### src/rtl/onehot_scan_encoder.sv
// Sequential 64-to-6 encoder: accepts a request vector, then emits the index of
// every set bit in ascending order, one index per accepted output beat.
module onehot_scan_encoder #(
    parameter int N = 64,
    parameter int W = $clog2(N)
) (
    input  logic         clk,
    input  logic         reset_n,
    input  logic         in_valid,
    output logic         in_ready,
    input  logic [N-1:0] in_vec,
    output logic         out_valid,
    input  logic         out_ready,
    output logic [W-1:0] out_idx,
    output logic         out_last,
    output logic         out_none,
    output logic [W-1:0] out_beat,
    output logic         dbg_state
);

    // Handshake: a transfer happens on a rising edge where valid && ready are
    // both high; valid never depends on ready, and the beat on out_* is held
    // stable while out_valid && !out_ready.

    typedef enum logic {
        IDLE = 1'b0,
        EMIT = 1'b1
    } state_t;

    state_t         state_q, state_d;
    logic [N-1:0]   pending_q, pending_d;
    logic [W-1:0]   beat_q, beat_d;
    logic           zero_q, zero_d;

    logic [W-1:0]   low_idx;
    logic [N-1:0]   pending_cleared;
    logic           at_most_one;

    // Descending scan so the lowest set bit is the last, winning assignment.
    always_comb begin
        low_idx = '0;
        for (int i = N - 1; i >= 0; i--) begin
            if (pending_q[i]) begin
                low_idx = W'(i);
            end
        end
    end

    assign pending_cleared = pending_q & (pending_q - N'(1));
    assign at_most_one     = (pending_cleared == '0);

    always_comb begin
        state_d   = state_q;
        pending_d = pending_q;
        beat_d    = beat_q;
        zero_d    = zero_q;
        case (state_q)
            IDLE: begin
                if (in_valid) begin
                    pending_d = in_vec;
                    beat_d    = '0;
                    zero_d    = (in_vec == '0);
                    state_d   = EMIT;
                end
            end
            EMIT: begin
                if (out_ready) begin
                    pending_d = pending_cleared;
                    beat_d    = beat_q + W'(1);
                    if (at_most_one) begin
                        state_d = IDLE;
                    end
                end
            end
            default: state_d = IDLE;
        endcase
    end

    always_ff @(posedge clk or negedge reset_n) begin
        if (!reset_n) begin
            state_q   <= IDLE;
            pending_q <= '0;
            beat_q    <= '0;
            zero_q    <= 1'b0;
        end else begin
            state_q   <= state_d;
            pending_q <= pending_d;
            beat_q    <= beat_d;
            zero_q    <= zero_d;
        end
    end

    // All outputs come from registered state only.
    assign in_ready  = (state_q == IDLE);
    assign out_valid = (state_q == EMIT);
    assign out_idx   = low_idx;
    assign out_last  = (state_q == EMIT) && at_most_one;
    assign out_none  = (state_q == EMIT) && zero_q;
    assign out_beat  = beat_q;
    assign dbg_state = state_q;

endmodule

### config.mk
export PLATFORM = sky130hd
export DESIGN_NAME = onehot_scan_encoder
export DESIGN_NICKNAME = d
export VERILOG_FILES = /design/src/rtl/onehot_scan_encoder.sv
export SDC_FILE = /design/constraint.sdc
export NUM_CORES = 1
export LEC_CHECK = 0
export CORE_MARGIN = 1
export CORE_UTILIZATION = 49
export DETAILED_ROUTE_END_ITERATION = 10
export HOLD_SLACK_MARGIN = 0.12
export PLACE_DENSITY = 0.84
export SYNTH_ARGS = -nofsm -noshare
export SYNTH_HDL_FRONTEND = slang
export SYNTH_SLANG_ARGS = --single-unit
### constraint.sdc
create_clock -name clk -period 3.4 [get_ports clk]
set_clock_uncertainty 0.1 [all_clocks]
set_input_delay 0.68 -clock clk [delete_from_list [all_inputs] [get_ports clk]]
set_output_delay 0.68 -clock clk [all_outputs]
set_load 0.1 [all_outputs]
Word-level counts from Yosys, hierarchy flattened
Index checks and enable logic that the tools add are counted.
- add/sub/neg operators: 2
- eq/ne operators: 2
- mux-type cells: 74
- bitwise operators: 2
- reductions and logical operators: 6
- operators by type and width (kind ; number):
    two-way mux 6 bit ; 66
    zero test 64 bit ; 2
    two-way mux 64 bit ; 2
    one-hot mux 64 bit (2 select lines) ; 1
    AND 64 bit ; 1
    subtractor 64 x 1 -> 64 bit, second input constant ; 1
    one-hot mux 6 bit (2 select lines) ; 1
    adder 6 x 1 -> 6 bit, second input constant ; 1
    != test 2 bit, second input constant ; 2
    AND reduction 2 bit ; 2
    two-way mux 1 bit ; 3
    logical AND 1 bit ; 2
    one-hot mux 1 bit (2 select lines) ; 1
    inverter 1 bit ; 1
- register bits: 72
- input bits: 68
- logic and storage cells: 90

Logic depth before layout (Yosys ltp)
- depth in word-level cells: 64
- depth in mapped cells: 10
- gate-level depth less buffers: 8

Worst setup path after synthesis
OpenSTA, ideal clock, no wires.
- path type: register -> output
- start point: register pending_q[50]
- end point: output out_idx[0]
- arrival time: 3693 ps
- data required time: 2620 ps
- setup slack: -1073 ps
- stages on the path, launching flop included: 9
- cell sequence: dfrtp_1 > nand2b_1 > a21oi_1 > nor3_1 > a211oi_1 > o221ai_1 > a21oi_1 > o41ai_1 > a221oi_1
- cells in the longest elaborated chain, start to end: 51
- ends and longest elaborated chain (item ; line ; source):
    start, declared ; 31 ; logic [N-1:0] pending_q, pending_d;
    start signal, assigned ; 87 ; pending_q <= pending_d;
    two-way mux 6 bit (51 in series) ; 43 ; if (pending_q[i]) begin
    end, declared ; 14 ; output logic [W-1:0] out_idx,
No other way between the ends.

Worst setup path in the final report
- start point: register pending_q[34]
- end point: output out_last
- cells in the longest elaborated chain, start to end: 4
- ends and longest elaborated chain (item ; line ; source):
    subtractor 64 x 1 -> 64 bit ; 49 ; assign pending_cleared = pending_q & (pending_q - N'(1));
    AND 64 bit (*) ; 49 ;
    zero test 64 bit (*) ; 50 ; assign at_most_one = (pending_cleared == '0);
    logical AND 1 bit (*) ; 97 ; assign out_last = (state_q == EMIT) && at_most_one;
    end, declared ; 15 ; output logic out_last,
Mark *: on every way between the ends. The rest lies on a longest branch, timed or not.

==> out/metrics.sh <==
RSZ0062_AT_GRT='true'
SYNTHFLOPTYPE='dfrtp_1'
CRIT_FAMILY='simple AND/OR/NAND/NOR gates'
SYNTHDISTINCTLIBCELLS=62
CTS_TREE='yes'
FAILING_CHECKS='setup timing'
PART_OF_THE_YOSYS_AREA_USED_FOR_SEQUENTIAL_ELEMENTS_PCT=35.2
POST_DRT_WL_PER_CELL_UM=22.0
MOST-COMMON-LAYOUT-CELLS='buf_4, nand2_1, nor2_1'
TOT_GR_TRACK_USE_PCT=42.3
DRT.ANTENNA.VIOLATING_NETS=0
HOLD_VIOL_FINAL=0
PLACE_WORST_SETUP_SLACK_NS=-0.807
FMAX_MHz=224
YOSYS_WARNINGS=0
DRT_FIRST_PASS_ITERS=5
YOSYS.AREA.TOP_TYPE_SHARE_PCT=35.2
CRITICAL_PATH.STARTPOINT_TYPE='flop'
CRITPATHARRIVALTIME_NS=3.68
FINAL_LAYOUT_SIZE_SUFFIX_GT1_SHARE_PCT=30.5
SLEW_HEADROOM_PCT=34.1
SYN_AVG_CELL_AREA_UM2=7.67
DPL-INSTANCE-AREA_MM2=0.00726
CLKSINKCOUNT=72
SYNTH.FF_LATCH_COUNT=72
COREAREA_MM2=0.00995
DETAIL_ROUTE.ITER0.VIOLATIONS=713
AVGVIACOUNTPERCELL=6.56
FIN_AREA_MM2=0.00779
NUMPORTBUFFERS=84
VIAS=6727
POST_SYNTH_INSTANCE_AREA_MM2=0.00512
HPWL_MM=16.7
SYNTH-EDFF-COUNT=0
CTS.HTREE.LEVELS=3
ROUTABILITYCONGESTION=1.02
DRT_DRC_VIOLATIONS_LEFT=0
SETUP.WORST_PATH.CLASS='flop to primary output'
WORST_SLEW_PIN_SLEW_NS=0.985
CRIT_PATH_TOP_DELAY_CELL='or4_4'
POSTSYNTHNETCOUNT=736
ANTENNA_FOUND_INITIAL=0
CRITICAL_PATH.MAX_FANOUT=7
SYNTHARSTFLOPSHARE_PCT=100
LAYOUT_WORST_PATH_CYCLE_SHARE_PCT=131
DATA_REQUIRED_TIME_AT_THE_WORST_ENDPOINT_NS=2.62
NUM-NETS-FINAL=957
FP.DIEAREA_MM2=0.0109
CLK_PATH_BUF_DEPTH=2
YOSYS.AREA.TOP_TYPE='dfrtp_1'
TIMING.FINAL.SETUP_VIOLATIONS=2
LAYOUT.CELLS.MOST_COMMON='buf_4'
DIE_W_UM=104
WORST_SETUP_HOLD_PATH_CLK_SLEW_NS=0.10
STATUS='complete, but fails checks'
FINAL-MAX-SLEW-VIOLATION-COUNT=0
CRIT_PATH_MAX_INCR_DELAY_NS=0.51
CP_NUM_BUF_INV=1
FINAL_CORE_UTIL_PCT=78.2
GRT_MAX_DEGREE=44
CPMOSTUSEDCELL='or4_4'
PATH_TYPE_OF_THE_WORST_MIN_DELAY_PATH='input port to asynchronous set/reset pin'
LAYOUT_MIN_CYCLE_TIME_NS=4.46
WL_MM=22.6
ANTENNA-DIODE-COUNT=0
PLACEMENTROWS=36
WORSTPATHCELLLIST='or4_4, or3_1, or4_4, o41ai_2, o2111ai_1, or4_4, nor4_4, and2_4, buf_12'
AREA_GROWTH_PCT=52.2
CTSHOLDBUFFERS=0
SYNTHESIS.INSTANCES=667
INSERTION_DELAY_NS=0.40
MIN_SETUP_SLACK_POST_ROUTE_NS=-1.06
INITIAL_UTILIZATION_PCT=51.4
IO_PINS=85
TOTAL_CTS_BUFFERS=9
TOP_POST_SYNTHESIS_CELLS_BY_AREA='dfrtp_1, nand2_1, nor2_1'
FIRST_GLOBAL_VIAS=6479
WIRE_LENGTH_OF_THE_FIRST_GLOBAL_ROUTING_PASS_MM=35.1
CP-END-KIND='primary output'
GRT_OVERFLOW_TOTAL=0
DIE_HEIGHT_UM=104
ROOT_BUFFER='clkbuf_8'
MAX-CAP-VIOLATIONS=0
[synth_stat cells, types with 7 or more instances]
cell	count
inv_1	15
nor4_1	32
a31oi_1	13
mux2i_1	8
o21ai_0	54
nor2_1	78
nand2_1	92
nand4_1	14
o41ai_1	7
o31ai_1	10
dfrtp_1	72
nand3_1	22
a22o_1	23
or4_1	7
nor3_1	37
or2_2	8
clkbuf_1	41
a21oi_1	45
[cells by family (layout without fill, tap and decap cells)]
kind of cell | after synthesis | count (layout) | share of synthesized area, %
flops | 72 | 72 | 35.2
mux | 8 | 8 | 1.56
buf+inv | 63 | 289 | 4.91
simple gates | 321 | 321 | 31.6
fa+ha+maj | 4 | 4 | 0.831
compound gates | 199 | 199 | 25.9
[area by class of cell]
| type | count | area [um2] |
|---|---|---|
| clock buffers | 9 | 124 |
| clock inverters | 7 | 78.8 |
| fillers | 717 | 2170 |
| inverters | 16 | 60.1 |
| multi-input cells | 532 | 3340 |
| flip-flops and latches | 72 | 1800 |
| well taps | 133 | 166 |
| repair buffers | 257 | 2210 |
[flip-flops by register name, summed over array words and instances, names as in the netlist]
signal     cells
pending_q     64
zero_q         1
out_beat       6
dbg_state      1
[through the flow]
stage	cells	TNS, ns	hold WS, ns
after floorplan	667	-0.695	0.284
after global placement	1002	-0.780	0.346
after detailed placement	1002	-0.808	0.365
after CTS	1025	-1.28	0.260
after global routing	1026	-1.46	0.303
final	1026	-1.24	0.252
[worst paths after layout]
path,startpoint,end,slack (ns),cells after the start
max in group asynchronous,reset_n,pending_q[19]$_DFFE_PN0P_,2.25,2
min reg2reg,zero_q$_DFFE_PN0P_,zero_q$_DFFE_PN0P_,0.38,2
min,reset_n,pending_q[42]$_DFFE_PN0P_,0.25,1
min in group clk,zero_q$_DFFE_PN0P_,zero_q$_DFFE_PN0P_,0.38,2
max,pending_q[34]$_DFFE_PN0P_,out_last,-1.06,9
max reg2reg,pending_q[34]$_DFFE_PN0P_,dbg_state$_DFF_PN0_,0.04,9
[repair_timing]
item	CTS	global route
pin swaps	22	14
setup endpoints to repair	5	7
setup buffers	8	1
gates resized for setup	36	23
[layer usage]
metal  wire, um  track usage, %  up-vias
met3       2720            10.8       99
met1       8840            55.8     3193
met2      10100            65.1      488
met4        922            19.6        0
li1           -               -     2947
met5          0               0        -
Power is left out: the tool's default activity adds up to more than one toggle a clock period on the data nets, which glitch-free logic cannot reach.
==> edit: new RTL, same flow settings <==
Reset style: synchronous (`reset_n`), changed in one clocked block.
--- a/src/rtl/onehot_scan_encoder.sv
+++ b/src/rtl/onehot_scan_encoder.sv
@@ -76,7 +76,7 @@
         endcase
     end
 
-    always_ff @(posedge clk or negedge reset_n) begin
+    always_ff @(posedge clk) begin
         if (!reset_n) begin
             state_q   <= IDLE;
             pending_q <= '0;
Function: differs if reset_n is asserted again (counterexample within 4 cycles, from zero or initial values and one cycle with reset_n low); with reset_n held inactive, the same outputs for 4 cycles.
==> edit against the original RTL <==
The run still ends with setup timing left; global-route usage is 3.5 points lower; sequential cell count unchanged; cell area decreased by 5.9%; routed wire length fell by 12%; synthesized area down 1.9%; worst setup slack improved by 0.29 ns; critical path depth increased by 1; critical endpoint unchanged.
Power is left out: it rests on default switching activity, and per cell area and clock period it moved more than threefold.
==> edit: results (changes against the original RTL) <==
multi-input logic area - 0.00351 mm2 (was 0.00334 mm2)
ANT cells - 0 (unchanged)
Post-DP HPWL - 15200 um (was 16700 um)
sequential share of the synthesized area - 0.287 (was 0.352)
gr usage total - 0.388 (was 0.423)
met3 Use GR - 0.0712 (was 0.108)
initial DRC count - 435 (was 713)
met1 Resource Use GR - 0.483 (was 0.558)
Syn Area/Cell - 7.22 um2 (was 7.67 um2)
largest net degree at the start of global routing - 73 (was 44)
Placed Instance Area - 0.00687 mm2 (was 0.00726 mm2)
arrival time worst endpoint - 3.38 ns (was 3.68 ns)
status - complete, but fails checks (unchanged)
syn_nets - 764 (was 736)
Max-slew headroom - 0.508 (was 0.341)
Root Driver - clkbuf_8 (unchanged)
Routability Congestion - 1.02 (about the same)
Yosys cell types - 64 (was 62)
vias in the first global route - 6044 (was 6479)
top post-synthesis cells by area - dfxtp_1 (29%), nand2_1 (6.5%), o21ai_0 (5.3%) (was dfrtp_1 (35%), nand2_1 (6.7%), nor2_1 (5.7%))
M2 GR Usage - 0.645 (was 0.651)
clk slew on worst S/H paths - 0.08 ns (was 0.10 ns)
first-pass GRT wire length - 30900 um (was 35100 um)
WL final - 19900 um (was 22600 um)
# nets final - 941 (was 957)
fill cell count - 790 (was 717)
Worst Path Max Fanout - 5 (was 7)
layout cell share with drive strength beyond 1 - 0.265 (was 0.305)
final setup fails - 1 (was 2)
Setup TNS - -0.764 ns (was -1.24 ns)
WHS - 0.359 ns (was 0.252 ns)
failing checks - setup timing (unchanged)
placed insts - 990 (was 1002)
setup slack after layout - -0.764 ns (was -1.06 ns)
Layout Cells excl Fill - 1010 (was 1026)
Synth Flop Type - dfxtp_1 (was dfrtp_1)
FFs w/ async S/R, synth - 0 (was 1.00)
FF-to-FF setup slack - 0.51 ns (was 0.04 ns)
Clock Latency Late Sink - 0.38 ns (was 0.40 ns)
worst hold-check path type - register to register (was primary input to asynchronous set/reset pin)
## edit: cell types whose count changed after synthesis, sizes merged, moves of 5 or more
cell,before,now
a31oi,13,8
dfrtp,72,0
dfxtp,0,72
o41ai,8,2
a21oi,45,52
nor2,78,62
a22oi,2,15
o211ai,1,21
mux2i,8,1
a22o,23,0
nor2b,3,18
nor3,38,24
a21boi,1,20
nand2,92,87
## edit: layout make-up
class	count	area share
clock buffers	13	0.0203
repair buffers	220	0.261
inverters	19	0.00990
multi-input cells	550	0.479
flip-flops and latches	72	0.198
clock inverters	3	0.00888
well taps	133	0.0227
## edit: cells by family (layout without fill, tap and decap cells)
group	after synthesis	after routing	share of synthesized area
compound gates	222	222	0.289
flops	72	72	0.287
fa+ha+maj	7	7	0.0145
buf+inv	73	255	0.0596
mux	1	1	0.00199
simple gates	319	319	0.346
xor+xnor	1	1	0.00175
## edit: routing by layer
layer	part of all wire	up-vias
met2	0.47	308
met5	0	-
met4	0.037	0
met1	0.41	3036
met3	0.078	57
li1	-	2954
## edit: worst max-delay path: stages, from the launching register on
cell and delay, ns:
dfxtp_2 0.34, nor4_4 0.29, buf_4 0.17, nand4_4 0.16, or3_4 0.43, o32a_1 0.31, nor4_2 0.29, nand4_1 0.18
nor4_2 0.38, and4_4 0.29, buf_12 0.17
## edit: worst paths after layout
kind	startpoint	end
worst max register to register	pending_q[12]	dbg_state
worst min register to register	zero_q	zero_q
worst max-delay path	pending_q[12]	out_last
worst min-delay path	zero_q	zero_q
## edit: what timing repair did
item                       in CTS  in global routing
resized for setup              19                 31
buffers inserted                1                  4
pin swaps                      12                 22
setup endpoints to repair       5                  5
